**src/rtl/tone_noise_gen_pkg.sv**
```systemverilog
// Shared constants and helpers for the tone/noise generator: LFSR taps per
// width, the legal-width check and a small popcount used by the mix stage.
package tone_noise_pkg;

    localparam logic [31:0] TAPS_8  = 32'h0000_00B8;
    localparam logic [31:0] TAPS_16 = 32'h0000_B400;
    localparam logic [31:0] TAPS_24 = 32'h00E1_0000;
    localparam logic [31:0] TAPS_32 = 32'hA300_0000;

    function automatic logic [31:0] lfsr_taps(input int width);
        logic [31:0] t;
        t = '0;
        case (width)
            8:       t = TAPS_8;
            16:      t = TAPS_16;
            24:      t = TAPS_24;
            32:      t = TAPS_32;
            default: t = '0;
        endcase
        return t;
    endfunction

    function automatic bit noise_w_legal(input int width);
        return (width == 8) || (width == 16) || (width == 24) || (width == 32);
    endfunction

    // Up to eight tone channels feed the mix, so an 8-bit input covers every build.
    function automatic logic [3:0] popcount(input logic [7:0] v);
        logic [3:0] c;
        c = '0;
        for (int i = 0; i < 8; i++) begin
            c = c + {3'b000, v[i]};
        end
        return c;
    endfunction

endpackage

```
**src/rtl/tone_noise_gen_div_ch.sv**
```systemverilog
// One divisor channel: holds div, counts to div-1 and toggles a registered
// square bit. tick flags the terminal-count cycle combinationally.
module tone_div_ch
    import tone_noise_pkg::*;
#(
    parameter int DIV_W = 32
) (
    input  logic             clk,
    input  logic             rst,
    input  logic             load,
    input  logic [DIV_W-1:0] load_val,
    input  logic             en,
    output logic             sq,
    output logic             tick
);

    logic [DIV_W-1:0] div;
    logic [DIV_W-1:0] cnt;
    logic             active;
    logic             at_end;

    // A load on the terminal cycle wins, so tick is suppressed with it.
    always_comb begin
        active = en && (div != '0);
        at_end = active && (cnt == div - DIV_W'(1));
        tick   = at_end && !load;
    end

    always_ff @(posedge clk) begin
        if (rst) begin
            div <= '0;
            cnt <= '0;
            sq  <= 1'b0;
        end else if (load) begin
            div <= load_val;
            cnt <= '0;
            sq  <= 1'b0;
        end else if (!active) begin
            cnt <= '0;
            sq  <= 1'b0;
        end else if (at_end) begin
            cnt <= '0;
            sq  <= ~sq;
        end else begin
            cnt <= cnt + DIV_W'(1);
        end
    end

endmodule

```
**src/rtl/tone_noise_gen.sv**
```systemverilog
// Multi-channel square-wave tone generator with optional Galois LFSR noise
// source (macro TONE_NOISE_GEN_NOISE_EN) and a registered count of high sources.
module tone_noise_gen
    import tone_noise_pkg::*;
#(
    parameter int CHANNELS = 4,
    parameter int DIV_W    = 32,
    parameter int NOISE_W  = 16
) (
    input  logic                            clk_clk,
    input  logic                            reset_reset,
    input  logic                            wr_en,
    input  logic [$clog2(CHANNELS+1)-1:0]   wr_addr,
    input  logic [DIV_W-1:0]                wr_data,
    input  logic [CHANNELS-1:0]             ch_en,
    input  logic                            noise_en,
    output logic [CHANNELS-1:0]             tone_out,
    output logic [NOISE_W-1:0]              noise_out,
    output logic                            noise_pulse,
    output logic [$clog2(CHANNELS+2)-1:0]   mix_out
);

    localparam int AW    = $clog2(CHANNELS+1);
    localparam int MIX_W = $clog2(CHANNELS+2);

    if (!noise_w_legal(NOISE_W) || CHANNELS < 1 || CHANNELS > 8) begin : g_bad_params
        $error("tone_noise_gen: NOISE_W must be 8/16/24/32 and CHANNELS 1..8");
    end

    // wr_en is a single-cycle strobe with no back-pressure: the addressed
    // divisor is loaded on that edge; addresses above CHANNELS match nothing.
    logic [CHANNELS-1:0] tone_tick_unused;

    for (genvar g = 0; g < CHANNELS; g++) begin : g_ch
        tone_div_ch #(.DIV_W(DIV_W)) u_ch (
            .clk      (clk_clk),
            .rst      (reset_reset),
            .load     (wr_en && (wr_addr == AW'(g))),
            .load_val (wr_data),
            .en       (ch_en[g]),
            .sq       (tone_out[g]),
            .tick     (tone_tick_unused[g])
        );
    end

`ifdef TONE_NOISE_GEN_NOISE_EN
    localparam logic [NOISE_W-1:0] NOISE_TAPS = NOISE_W'(lfsr_taps(NOISE_W));

    logic               noise_tick;
    logic               noise_sq_unused;
    logic [NOISE_W-1:0] lfsr;

    tone_div_ch #(.DIV_W(DIV_W)) u_noise_div (
        .clk      (clk_clk),
        .rst      (reset_reset),
        .load     (wr_en && (wr_addr == AW'(CHANNELS))),
        .load_val (wr_data),
        .en       (noise_en),
        .sq       (noise_sq_unused),
        .tick     (noise_tick)
    );

    // The all-zero guard takes priority so a corrupted state recovers in one edge.
    always_ff @(posedge clk_clk) begin
        if (reset_reset) begin
            lfsr        <= NOISE_W'(1);
            noise_pulse <= 1'b0;
        end else begin
            noise_pulse <= noise_tick;
            if (lfsr == '0) begin
                lfsr <= NOISE_W'(1);
            end else if (noise_tick) begin
                lfsr <= (lfsr >> 1) ^ (lfsr[0] ? NOISE_TAPS : '0);
            end
        end
    end

    assign noise_out = lfsr;
`else
    assign noise_out   = '0;
    assign noise_pulse = 1'b0;
`endif

    logic [3:0] mix_next;

    always_comb begin
        mix_next = popcount(8'(tone_out)) + {3'b000, noise_out[0] & noise_en};
    end

    always_ff @(posedge clk_clk) begin
        if (reset_reset) begin
            mix_out <= '0;
        end else begin
            mix_out <= mix_next[MIX_W-1:0];
        end
    end

endmodule

```
**config.mk**
```make
export PLATFORM = sky130hd
export DESIGN_NAME = tone_noise_gen
export DESIGN_NICKNAME = d
export VERILOG_FILES = /design/src/rtl/tone_noise_gen_pkg.sv /design/src/rtl/tone_noise_gen_div_ch.sv /design/src/rtl/tone_noise_gen.sv
export SDC_FILE = /design/constraint.sdc
export NUM_CORES = 1
export LEC_CHECK = 0
export ABC_CLOCK_PERIOD_IN_PS = 4100
export CELL_PAD_IN_SITES_DETAIL_PLACEMENT = 0
export CELL_PAD_IN_SITES_GLOBAL_PLACEMENT = 1
export CORE_MARGIN = 4
export CORE_UTILIZATION = 45
export DETAILED_ROUTE_END_ITERATION = 8
export HOLD_SLACK_MARGIN = 0.15
export PLACE_DENSITY_LB_ADDON = 0.1
export SYNTH_ARGS = -nofsm -noshare
export SYNTH_HDL_FRONTEND = slang
export SYNTH_SLANG_ARGS = --single-unit
```
**constraint.sdc**
```tcl
create_clock -name clk_clk -period 4.1 [get_ports clk_clk]
set_clock_uncertainty 0.1 [all_clocks]
set_input_delay 0.82 -clock clk_clk [delete_from_list [all_inputs] [get_ports clk_clk]]
set_output_delay 0.82 -clock clk_clk [all_outputs]
set_load 0.02 [all_outputs]
```
==> impl_metrics.json <==
{
  "vias_in_the_first_global_route": 12800,
  "worstPathRequired_ns": 4.44,
  "internal-power_mw": 4.59,
  "register_area_um2": 5270,
  "synth-edff-count": 0,
  "worst_setup_hold_path_clk_slew_ns": 0.06,
  "critical_path.max_stage_delay_ns": 0.67,
  "max_clock_freq_mhz": 270,
  "end_kind": "flop",
  "placeableCoreArea_um2": 33400,
  "netlist.top_cell.by_area": "sky130_fd_sc_hd__dfxtp_1",
  "fin_worst_hold_slack_ns": 0.384,
  "clock_latency_ns": 0.57,
  "drv_cap": 0,
  "synthesis.area_per_instance_um2": 7.86,
  "synth-main-ff-cell": "sky130_fd_sc_hd__dfxtp_1",
  "antenna_cells_inserted": 0,
  "finalWeightedCongestion": 0.874,
  "dieWidth_um": 192,
  "antenna_violations_before_repair": 0,
  "area_added_between_synthesis_and_finish_pct": 11.6,
  "holdBufCountCts": 0,
  "timing.final.max_slew_violations": 0,
  "switching_share": 0.264,
  "die_height_um": 192,
  "final_antenna_net_count": 0,
  "timing.rr.end": "g_ch[0].u_ch.cnt[31]$_SDFF_PP0_",
  "grt_pass1_wl_um": 69000,
  "synthesized_area_um2": 15200,
  "fin_cells": 2396,
  "unrepaired_setup_endpoints_after_global_routing": "false",
  "cts_setup_buffers": 0,
  "endpoint": "g_ch[0].u_ch.cnt[31]$_SDFF_PP0_",
  "ios": 67,
  "synth_top_cells_by_area": "sky130_fd_sc_hd__dfxtp_1, sky130_fd_sc_hd__xnor2_1, sky130_fd_sc_hd__nand2_1, sky130_fd_sc_hd__xor2_1, sky130_fd_sc_hd__nor3_1",
  "power.share.clock": 0.442,
  "globalRouteOverflowTotal": 0,
  "grtUsageTotal": 0.230,
  "cts_num_sinks": 263,
  "number_of_cells_on_the_critical_path": 9,
  "nFillCells": 3363,
  "cts_htree_levels": 1,
  "wp_buf_inv": 1,
  "synth.yosys.seq_area_share": 0.346,
  "final_setup_violation_count": 0,
  "cp_cell_sequence": "or4_1 -> or4_1 -> or4_1 -> nor4_1 -> o21ai_0 -> or4_4 -> nor2_4 -> buf_12 -> nor3_1",
  "finalCritPeriodShare": 0.903,
  "post_cts.resized_instances": 0,
  "finalCoreUtilization": 0.508,
  "power.density_cell_area_nw_per_um2": 367,
  "drt-initial-drc-count": 864,
  "multiInputGateArea_um2": 9270,
  "layout_commonest_cell": "sky130_fd_sc_hd__nand2_1",
  "reg2reg_slack_ns": 0.40,
  "slowest_stage": "sky130_fd_sc_hd__or4_1",
  "biggest_fanout_along_the_worst_timing_path": 21,
  "r2r.worst_path.cells": 9,
  "synth-async-reset-ratio": 0,
  "grt_start_max_net_pins": 48,
  "place_inst": 2341,
  "io_buffers": 48,
  "final_net_count": 1979,
  "cts_buffers": 30,
  "p_total_mw": 6.24,
  "wl_um": 42800,
  "synth.lib_cells_used.distinct": 81,
  "post_synthesis_compound_gate_area_fraction": 0.115,
  "synthSimpleGateAreaFrac": 0.312,
  "drt-vias-per-instance": 5.62,
  "detail_route.drc_violations": 0,
  "power_switching_mw": 1.65,
  "route.detailed.wl_per_inst_um": 17.9,
  "portion_of_netlist_area_occupied_by_mux_cells": 0.00272,
  "power_frac_seq": 0.423,
  "outcome": "finished, final reports clean",
  "critical_path.top_delay_family": "simple AND/OR/NAND/NOR gates",
  "synth-adder-area-share": 0.00954,
  "cts_tree": "built",
  "final_critical_path_time_including_i_o_delays_and_setup_ns": 3.70,
  "cellLeakagePower_nw": 5.98,
  "regToRegStartpoint": "g_ch[0].u_ch.div[17]$_SDFFE_PP0P_",
  "vias": 13500,
  "remaining_max_slew_budget_at_the_tightest_pin": 0.269,
  "max-clock-path-buffers": 3,
  "post-synth-top-area-fraction": 0.346,
  "crit_top_cell": "sky130_fd_sc_hd__or4_1",
  "arrival_time_of_data_at_the_critical_path_endpoint_ns": 4.04,
  "p_comb_frac": 0.135,
  "dr.pass1.iters": 5,
  "final_cell_mix": "sky130_fd_sc_hd__nand2_1, sky130_fd_sc_hd__dfxtp_1, sky130_fd_sc_hd__nor3_1",
  "start_util": 0.455,
  "hold_path.class": "flop to flop",
  "die_area_um2": 36800,
  "finalHoldViolCount": 0,
  "ys_warn_count": 0,
  "worst_slew_pin_slew_ns": 1.09,
  "timing.critical_path.from": "g_ch[0].u_ch.div[17]$_SDFFE_PP0P_",
  "core.rowCount": 67,
  "clk_root_buf": "sky130_fd_sc_hd__clkbuf_16",
  "layout-drive-gt1-share": 0.0595,
  "timing.setup.tns_ns": 0,
  "critical_path_class": "flop to flop",
  "hpwlAfterDp_um": 31000,
  "ys_seq_elements": 263,
  "yosys.area_share.xor_xnor": 0.164,
  "ir_drop_uv": 308,
  "synth_cells": 1935,
  "crit_path_start_kind": "flop",
  "main_combinational_cell_family_by_area_after_synthesis": "simple AND/OR/NAND/NOR gates"
}
## routing by layer
layer / vias to the layer above / track usage / part of all wire
li1: 6789 / - / -
met1: 6371 / 0.324 / 0.48
met2: 246 / 0.377 / 0.46
met3: 53 / 0.0336 / 0.044
met4: 0 / 0.0481 / 0.017
met5: - / 0 / 0
## state kept, by name, summed over array words and instances, names as in the netlist
| signal | flops |
|---|---|
| g_ch.u_ch.cnt | 128 |
| g_ch.u_ch.div | 128 |
| g_ch.u_ch.sq | 4 |
| mix_out | 3 |
## power groups by stage
stage	logic (mW)	clock network [mW]	registers (mW)
final	0.842	2.76	2.64
after global routing	0.927	2.93	2.64
after CTS	0.837	2.83	2.64
after detailed placement	0.833	0	2.70
after global placement	0.823	0	2.69
after floorplan	0.612	0	2.67
## worst reg2reg max path, cell delays in order, from the launching register on
cell                      delay, ns
sky130_fd_sc_hd__dfxtp_1       0.38
sky130_fd_sc_hd__or4_1         0.67
sky130_fd_sc_hd__or4_1         0.46
sky130_fd_sc_hd__or4_1         0.45
sky130_fd_sc_hd__nor4_1        0.30
sky130_fd_sc_hd__o21ai_0       0.18
sky130_fd_sc_hd__or4_4         0.47
sky130_fd_sc_hd__nor2_4        0.30
sky130_fd_sc_hd__buf_12        0.21
sky130_fd_sc_hd__nor3_1        0.07
## logic make-up (layout without fill, tap and decap cells)
kind of cell               count (synthesis)  in the layout
xor gates and xnor gates                 283            283
other                                      1             17
muxes                                      4              4
AOI/OAI and AO/OA                        277            277
adders and majority gates                 11             11
and+or+nand+nor                          929            929
buffers and inverters                    167            164
DFF                                      263            263
## cells in the mapped netlist, types with 31 or more instances
library cell / number
sky130_fd_sc_hd__nor3_1: 177
sky130_fd_sc_hd__clkbuf_1: 95
sky130_fd_sc_hd__xor2_1: 132
sky130_fd_sc_hd__nor2_1: 77
sky130_fd_sc_hd__and3_1: 35
sky130_fd_sc_hd__dfxtp_1: 263
sky130_fd_sc_hd__nor4_1: 31
sky130_fd_sc_hd__nand3_1: 75
sky130_fd_sc_hd__nand4_1: 41
sky130_fd_sc_hd__nand2_1: 332
sky130_fd_sc_hd__xnor2_1: 150
sky130_fd_sc_hd__a21oi_1: 149
## worst min path at each step
| stage | to | slack, ns | cells after the start | start |
|---|---|---|---|---|
| finish | g_ch[3].u_ch.div[23]$_SDFFE_PP0P_ | 0.38 | 2 | g_ch[3].u_ch.div[23]$_SDFFE_PP0P_ |
| global route | g_ch[3].u_ch.div[15]$_SDFFE_PP0P_ | 0.40 | 2 | g_ch[3].u_ch.div[15]$_SDFFE_PP0P_ |
| CTS | g_ch[3].u_ch.div[23]$_SDFFE_PP0P_ | 0.38 | 2 | g_ch[3].u_ch.div[23]$_SDFFE_PP0P_ |
| floorplan | g_ch[0].u_ch.div[20]$_SDFFE_PP0P_ | 0.36 | 2 | g_ch[0].u_ch.div[20]$_SDFFE_PP0P_ |
| global placement | g_ch[3].u_ch.div[23]$_SDFFE_PP0P_ | 0.37 | 2 | g_ch[3].u_ch.div[23]$_SDFFE_PP0P_ |
| detailed placement | g_ch[3].u_ch.div[23]$_SDFFE_PP0P_ | 0.37 | 2 | g_ch[3].u_ch.div[23]$_SDFFE_PP0P_ |
## stage by stage
step | instance area [µm²] | setup slack, ns
6_report | 17000 | 0.398
5_1_grt | 17000 | 0.0724
4_1_cts | 17000 | 0.381
3_5_place_dp | 16000 | 0.398
3_3_place_gp | 16000 | 0.465
2_1_floorplan | 15300 | 0.839
## layout make-up
| cell class | instances | share of cell area |
|---|---|---|
| multi-input combinational | 1521 | 0.546 |
| sequential | 263 | 0.310 |
| clock buffer | 43 | 0.0513 |
| timing repair buffer | 81 | 0.0450 |
| tap | 448 | 0.0330 |
| clock inverter | 12 | 0.00833 |
| inverter | 28 | 0.00619 |
Note: power is estimated with default switching activity, not from simulation.
